$ cat src/rtl/pipelined_prefix_adder.sv
`default_nettype none
// ============================================================================
// Module   : pipelined_prefix_adder
// Purpose  : Kogge-Stone add/subtract with STAGES register ranks under one
//            global valid/ready stall. Define PPA_OVF_EN to add the ovf port.
// Revision : 1.0  initial release
// ============================================================================
module pipelined_prefix_adder #(
  parameter int WIDTH  = 32,
  parameter int STAGES = 2
) (
  input  logic             clk,
  input  logic             rst_n,
  input  logic             in_valid,
  output logic             in_ready,
  input  logic [WIDTH-1:0] x,
  input  logic [WIDTH-1:0] y,
  input  logic             cin,
  input  logic             sub,
  output logic             out_valid,
  input  logic             out_ready,
  output logic [WIDTH-1:0] s,
  output logic             cout
`ifdef PPA_OVF_EN
  ,
  output logic             ovf
`endif
);

  localparam int c_levels = $clog2(WIDTH);

  // Boundary 0 sits after operand prep, boundary j after prefix level j.
  // Rank 1 is boundary 0; middle ranks are spread evenly over 1..c_levels-1.
  function automatic logic [c_levels:0] rank_mask();
    logic [c_levels:0] m;
    m = '0;
    if (STAGES > 1) begin
      m[0] = 1'b1;
      for (int k = 1; k <= STAGES - 2; k++) begin
        m[(k * c_levels) / (STAGES - 1)] = 1'b1;
      end
    end
    return m;
  endfunction

  localparam logic [c_levels:0] c_rank = rank_mask();

  logic w_adv;

  logic [c_levels:0][WIDTH-1:0] w_dx, w_db, w_dg, w_dp;
  logic [c_levels:0]            w_dc0, w_dv;
  logic [c_levels:0][WIDTH-1:0] r_x, r_b, r_g, r_p;
  logic [c_levels:0]            r_c0, r_v;

  logic [WIDTH-1:0] w_vx, w_vb, w_vg, w_vp, w_ng, w_np, w_sum;
  logic             w_vc0, w_vv, w_cout;

  logic [WIDTH-1:0] r_s;
  logic             r_cout, r_out_valid;

  assign w_adv     = !r_out_valid || out_ready;
  assign in_ready  = w_adv;
  assign out_valid = r_out_valid;
  assign s         = r_s;
  assign cout      = r_cout;

  // Walks the datapath boundary by boundary; a ranked boundary exposes its
  // next-state on w_d* and continues from the registered copy.
  always_comb begin
    w_vx  = x;
    w_vb  = sub ? ~y : y;
    w_vc0 = sub | cin;
    w_vv  = in_valid;
    w_ng  = '0;
    w_np  = '0;
    w_dx  = '0;
    w_db  = '0;
    w_dg  = '0;
    w_dp  = '0;
    w_dc0 = '0;
    w_dv  = '0;

    w_dx[0]  = w_vx;
    w_db[0]  = w_vb;
    w_dc0[0] = w_vc0;
    w_dv[0]  = w_vv;
    if (c_rank[0]) begin
      w_vx  = r_x[0];
      w_vb  = r_b[0];
      w_vc0 = r_c0[0];
      w_vv  = r_v[0];
    end

    // Carry-in folded into bit 0 so G[i] ends up as the carry out of bit i.
    w_vp    = w_vx ^ w_vb;
    w_vg    = w_vx & w_vb;
    w_vg[0] = w_vg[0] | (w_vp[0] & w_vc0);

    for (int j = 1; j <= c_levels; j++) begin
      w_ng = w_vg;
      w_np = w_vp;
      for (int i = (1 << (j - 1)); i < WIDTH; i++) begin
        w_ng[i] = w_vg[i] | (w_vp[i] & w_vg[i - (1 << (j - 1))]);
        w_np[i] = w_vp[i] & w_vp[i - (1 << (j - 1))];
      end
      w_vg = w_ng;
      w_vp = w_np;

      w_dx[j]  = w_vx;
      w_db[j]  = w_vb;
      w_dg[j]  = w_vg;
      w_dp[j]  = w_vp;
      w_dc0[j] = w_vc0;
      w_dv[j]  = w_vv;
      if (c_rank[j]) begin
        w_vx  = r_x[j];
        w_vb  = r_b[j];
        w_vg  = r_g[j];
        w_vp  = r_p[j];
        w_vc0 = r_c0[j];
        w_vv  = r_v[j];
      end
    end

    w_sum  = (w_vx ^ w_vb) ^ {w_vg[WIDTH-2:0], w_vc0};
    w_cout = w_vg[WIDTH-1];
  end

  always_ff @(posedge clk or negedge rst_n) begin
    if (!rst_n) begin
      r_x  <= '0;
      r_b  <= '0;
      r_g  <= '0;
      r_p  <= '0;
      r_c0 <= '0;
      r_v  <= '0;
    end else if (w_adv) begin
      for (int j = 0; j <= c_levels; j++) begin
        if (c_rank[j]) begin
          r_x[j]  <= w_dx[j];
          r_b[j]  <= w_db[j];
          r_g[j]  <= w_dg[j];
          r_p[j]  <= w_dp[j];
          r_c0[j] <= w_dc0[j];
          r_v[j]  <= w_dv[j];
        end
      end
    end
  end

  always_ff @(posedge clk or negedge rst_n) begin
    if (!rst_n) begin
      r_s         <= '0;
      r_cout      <= 1'b0;
      r_out_valid <= 1'b0;
    end else if (w_adv) begin
      r_s         <= w_sum;
      r_cout      <= w_cout;
      r_out_valid <= w_vv;
    end
  end

`ifdef PPA_OVF_EN
  logic w_ovf;
  logic r_ovf;

  assign w_ovf = (w_vx[WIDTH-1] == w_vb[WIDTH-1]) && (w_sum[WIDTH-1] != w_vx[WIDTH-1]);
  assign ovf   = r_ovf;

  always_ff @(posedge clk or negedge rst_n) begin
    if (!rst_n) begin
      r_ovf <= 1'b0;
    end else if (w_adv) begin
      r_ovf <= w_ovf;
    end
  end
`endif

endmodule
`default_nettype wire

$ cat config.mk
export PLATFORM = sky130hd
export DESIGN_NAME = pipelined_prefix_adder
export DESIGN_NICKNAME = d
export VERILOG_FILES = /design/src/rtl/pipelined_prefix_adder.sv
export SDC_FILE = /design/constraint.sdc
export NUM_CORES = 1
export LEC_CHECK = 0
export ABC_AREA = 1
export CAP_MARGIN = 0
export CORE_ASPECT_RATIO = 1.1
export CORE_MARGIN = 1
export CORE_UTILIZATION = 50
export CTS_CLUSTER_DIAMETER = 200
export DETAILED_ROUTE_END_ITERATION = 10
export PLACE_DENSITY = 0.81
export SETUP_SLACK_MARGIN = 0.3
export SLEW_MARGIN = 5
export SYNTH_ARGS = -nofsm -noshare
export SYNTH_HDL_FRONTEND = slang
export SYNTH_SLANG_ARGS = --single-unit
$ cat constraint.sdc
create_clock -name clk -period 4.9 [get_ports clk]
set_input_delay 0.49 -clock clk [delete_from_list [all_inputs] [get_ports clk]]
set_output_delay 0.49 -clock clk [all_outputs]
set_load 0.05 [all_outputs]
## Word-level counts from Yosys, hierarchy flattened

Cells that the tools add are included.

| word-level totals | value |
|---|---|
| register bits | 100 |
| input port bits | 70 |
| output and inout bits | 35 |
| word-level logic and storage cells | 373 |

| cells by class | value |
|---|---|
| mux-type cells | 1 |
| bitwise gates (word level) | 363 |
| reduce and logical (&&, ||, !) cells | 2 |

Operator list:

| cell | number |
|---|---|
| AND 1 bit | 228 |
| bitwise OR 1 bit | 131 |
| XOR 32 bit | 2 |
| AND 32 bit | 1 |
| two-way mux 32 bit | 1 |
| NOT 32 bit | 1 |
| zero test 1 bit | 1 |
| logical OR 1 bit | 1 |

## Longest topological paths before layout

| logic depth | value |
|---|---|
| word-level depth | 13 |
| mapped depth | 12 |
| gate-level depth less buffers | 12 |

## Worst setup path before layout

Ideal clock, no wire load.

| timing | value |
|---|---|
| path type | reg2reg |
| start | reg r_b, in the netlist w_vb[0] |
| end | reg r_s[16] (netlist: s[16]) |
| library setup time | 118 ps |
| data arrival time | 2039 ps |
| required time | 4782 ps |
| path slack | 2744 ps |
| stages on the path, launching flop included | 12 |
| path buffers | 0 |
| clock period less this slack | 2156 ps |
| path through | dfrtp_1 > fa_1 > fa_1 > nand3_1 > nand3_1 > nand2_1 > nand2_2 > nand2_1 > nand2_1 > or2_1 > nand3_1 > nand2_1 |

| on the way | value |
|---|---|
| word-level cells in the longest chain between the ends | 12 |
| elaborated cells on any way between the ends | 13 |
| classes of those cells | bitwise (13) |

Ends and longest elaborated chain:

| element | RTL line | source |
|---|---|---|
| from (decl) | 52 | `logic [c_levels:0][WIDTH-1:0] r_x, r_b, r_g, r_p;` |
| from (signal, indexed assignment) | 141 | `r_b[j] <= w_db[j];` |
| XOR 32 bit | 95 | `w_vp = w_vx ^ w_vb;` |
| AND 1 bit | 97 | `w_vg[0] = w_vg[0] \| (w_vp[0] & w_vc0);` |
| bitwise OR 1 bit (*) | 97 |  |
| AND 1 bit (*) | 103 | `w_ng[i] = w_vg[i] \| (w_vp[i] & w_vg[i - (1 << (j - 1))]);` |
| bitwise OR 1 bit (*) | 103 |  |
| AND 1 bit (*) | 103 |  |
| bitwise OR 1 bit (*) | 103 |  |
| AND 1 bit (*) | 103 |  |
| bitwise OR 1 bit (*) | 103 |  |
| AND 1 bit (*) | 103 |  |
| bitwise OR 1 bit (*) | 103 |  |
| XOR 32 bit (*) | 125 | `w_sum = (w_vx ^ w_vb) ^ {w_vg[WIDTH-2:0], w_vc0};` |
| to (signal assigned) | 157 | `r_s <= w_sum;` |
| to (decl) | 58 | `logic [WIDTH-1:0] r_s;` |

Mark *: on every way between the ends. The rest lies on a longest branch, timed or not.
A chain may end at the register's enable or synchronous reset.

## Worst setup path in the final report

| timing | value |
|---|---|
| start | in out_ready |
| end | out in_ready |

| on the way | value |
|---|---|
| word-level cells in the longest chain between the ends | 1 |

Ends and longest elaborated chain:

| element | RTL line | source |
|---|---|---|
| from (decl) | 21 | `input logic out_ready,` |
| logical OR 1 bit | 61 | `assign w_adv = !r_out_valid \|\| out_ready;` |
| to (decl) | 15 | `output logic in_ready,` |

Every way passes these cells.

==> impl_metrics.yaml <==
run_status:
  status: "finished clean"
floorplanning:
  dieHeight_um: 120
  initial_core_util_pct: 52.1
  dieArea_mm2: 0.0132
  coreArea_mm2: 0.0122
  die_w_um: 110
  ios: 105
  rows: 42
setup_path:
  cp.required_ns: 4.41
  cp-end-kind: "primary output"
  cp_max_fo: 57
  start_kind: "input pin"
  cp.arrival_ns: 2.26
  critical_path_class: "in -> out"
timing:
  finalHoldViolCount: 0
  layout_setup_ws_ns: 2.15
  setup_viol: 0
  worst_pin_slew_ns: 0.973
  period_minus_slack_ns: 2.75
  slew_viol_final: 0
  fmaxAchievable_mhz: 364
  relSlewSlack_pct: 35.2
  fin_worst_skew_ns: 0.00736
  grt_setup_unrepaired: "no"
  finalSetupTns_ns: 0
  min_period_over_period_pct: 56.1
yosys:
  yosys.area_share.xor_xnor_pct: 6.18
  synth.net_count: 1004
  synth_ff_type: "dfrtp_1"
  synth_edf_count: 0
  synthSimpleGateAreaFrac_pct: 33.3
  ys_ff_latch: 100
  synthCells: 901
  syn_area_per_cell_um2: 7.08
  syn-cell-area_mm2: 0.00638
  synth_mux_area_share_pct: 0
  synthAdderAreaFrac_pct: 6.71
  yosysWarnings: 0
  yosys.area.top_type: "dfrtp_1"
  synth_top_cells_by_count: "383 x nand2_1, 105 x inv_1, 100 x dfrtp_1, 45 x xnor2_1, 41 x o21ai_0"
  synth_compound_gate_area_share_pct: 6.16
  synth_top_family_by_area: "simple AND/OR/NAND/NOR gates"
  synth.distinct_cells: 30
  ys_seq_area_share_pct: 39.2
  yosys-top-cells-area: "dfrtp_1 39%, nand2_1 23%, inv_1 6.2%"
  synth.top_cell.area_share_pct: 39.2
  synth_most_common_cell: "nand2_1"
  synth-async-reset-ratio_pct: 100
detailed_routing:
  routed_wire_length_per_instance_um: 12.6
  drc: 0
  drtAntennaViolNets: 0
  drt_wl_total_um: 14500
  dr.pass1.iters: 6
  via_count: 5635
  drt_iter0_markers: 332
  via_per_inst: 4.89
cts:
  root_buffer: "clkbuf_16"
  post_cts_buffers: 0
  clkSlewWorstSetupHoldPaths_ns: 0.06
  cts_tree: "built"
  insertion_delay_ns: 0.35
  cts.sink_count: 100
  cts_buffer_depth: 2
  cts_resized: 0
  htreeDepth: 3
  cts_hold_buf: 0
  numCtsBuffers: 9
final_layout:
  drive_gt1_share_pct: 6.21
  area_delta_synth_final_pct: 22.1
  antenna_cells: 0
  fin_util_pct: 63.6
  nFillCells: 1116
  multiInputGateArea_mm2: 0.00335
  seqCellArea_mm2: 0.00250
  nNetsFinal: 1098
  fin_cells: 1152
place:
  dp.cells: 1138
  dpl.hpwl_um: 11000
  gp_congestion: 0.915
  pre_cts_ws_ns: 2.12
  numPortBuffers: 104
global_route:
  antenna_found_initial: 0
  grt_first_pass_wirelength_um: 24400
  grt_max_degree: 90
  track_usage_pct: 23.8
  gr-total-overflow: 0
  grt_pass1_vias: 5232
power:
  ir_drop_uv: 414
  power_density_mw_per_mm2: 478
  p_leak_nw: 4.00
hold_path:
  hold_class: "in -> async"
run:
  maxCapViolCount: 0
-- worst max-delay path, stage by stage --
cell and delay, ns:
clkdlybuf4s50_1 0.45, nor2_4 0.11, buf_4 0.44, inv_2 0.07, clkdlybuf4s50_1 0.71
-- metal layers --
layer	GRT usage (%)	vias to the layer above	wire (µm)
met5	0	-	0
met4	7.25	0	272
met3	3.61	22	635
met2	37.3	149	6640
met1	33.7	2512	6940
li1	-	2952	-
-- power by group --
group | leakage, nW | internal [mW] | switching, mW
combinational | 2.68 | 0.658 | 1.25
clock | 0.125 | 0.352 | 0.291
sequential | 1.19 | 1.04 | 0.136
-- area by class of cell --
type	count	share of cell area [%]
inverter	113	5.45
clock buffer	12	3.17
sequential	100	32.1
timing repair buffer	108	13.7
multi-input combinational	663	43.0
tap	154	2.47
clock inverter	2	0.161
-- per-stage QoR --
step | power [mW] | instance area [µm²] | hold slack, ns
detailed placement | 3.08 | 7530 | 0.432
CTS | 3.73 | 7790 | 0.172
global placement | 3.04 | 7530 | 0.431
floorplan | 2.49 | 6380 | 0.194
global route | 3.97 | 7790 | 0.197
finish | 3.72 | 7790 | 0.144
-- path summary, 6_finish.rpt --
path / from / endpoint / slack (ns) / depth (start not counted)
max reg2reg: w_vb[0]$_DFFE_PN0P_ / s[24]$_DFFE_PN0P_ / 2.47 / 11
min: rst_n / w_vb[6]$_DFFE_PN0P_ / 0.14 / 1
min reg2reg: w_vv$_DFFE_PN0P_ / out_valid$_DFFE_PN0P_ / 0.45 / 2
max: out_ready / in_ready / 2.15 / 5
min in group clk: w_vv$_DFFE_PN0P_ / out_valid$_DFFE_PN0P_ / 0.45 / 2
max in group asynchronous: rst_n / s[22]$_DFFE_PN0P_ / 3.69 / 2
-- registers in the layout, summed over array words and instances (netlist names) --
| name | cells |
|---|---|
| s | 32 |
| w_vx | 32 |
| out_valid | 1 |
| cout | 1 |
| w_vv | 1 |
| w_vb | 32 |
| w_vc0 | 1 |
-- cell families (layout without fill, tap and decap cells) --
family                     after synthesis  count (layout)
AOI/OAI and AO/OA                       75              75
adders and majority gates               33              33
DFF                                    100             100
xor gates and xnor gates                45              45
and+or+nand+nor                        510             510
buffers and inverters                  138             235
-- placed cells by master, fill, tap and decap left out, types with 5 or more instances in the layout --
| cell type | synthesis | final |
|---|---|---|
| a21oi_1 | 20 | 20 |
| buf_4 | 0 | 5 |
| clkbuf_16 | 0 | 9 |
| clkdlybuf4s50_1 | 0 | 102 |
| dfrtp_1 | 100 | 100 |
| ha_1 | 31 | 31 |
| inv_1 | 105 | 104 |
| inv_2 | 7 | 8 |
| nand2_1 | 383 | 383 |
| nand2_2 | 17 | 17 |
| nand3_1 | 40 | 40 |
| nand3_2 | 6 | 6 |
| nor2_1 | 39 | 39 |
| nor2_2 | 7 | 6 |
| o21ai_0 | 41 | 41 |
| o21ai_1 | 8 | 8 |
| xnor2_1 | 45 | 45 |
Note: power is estimated with default switching activity, not from simulation.
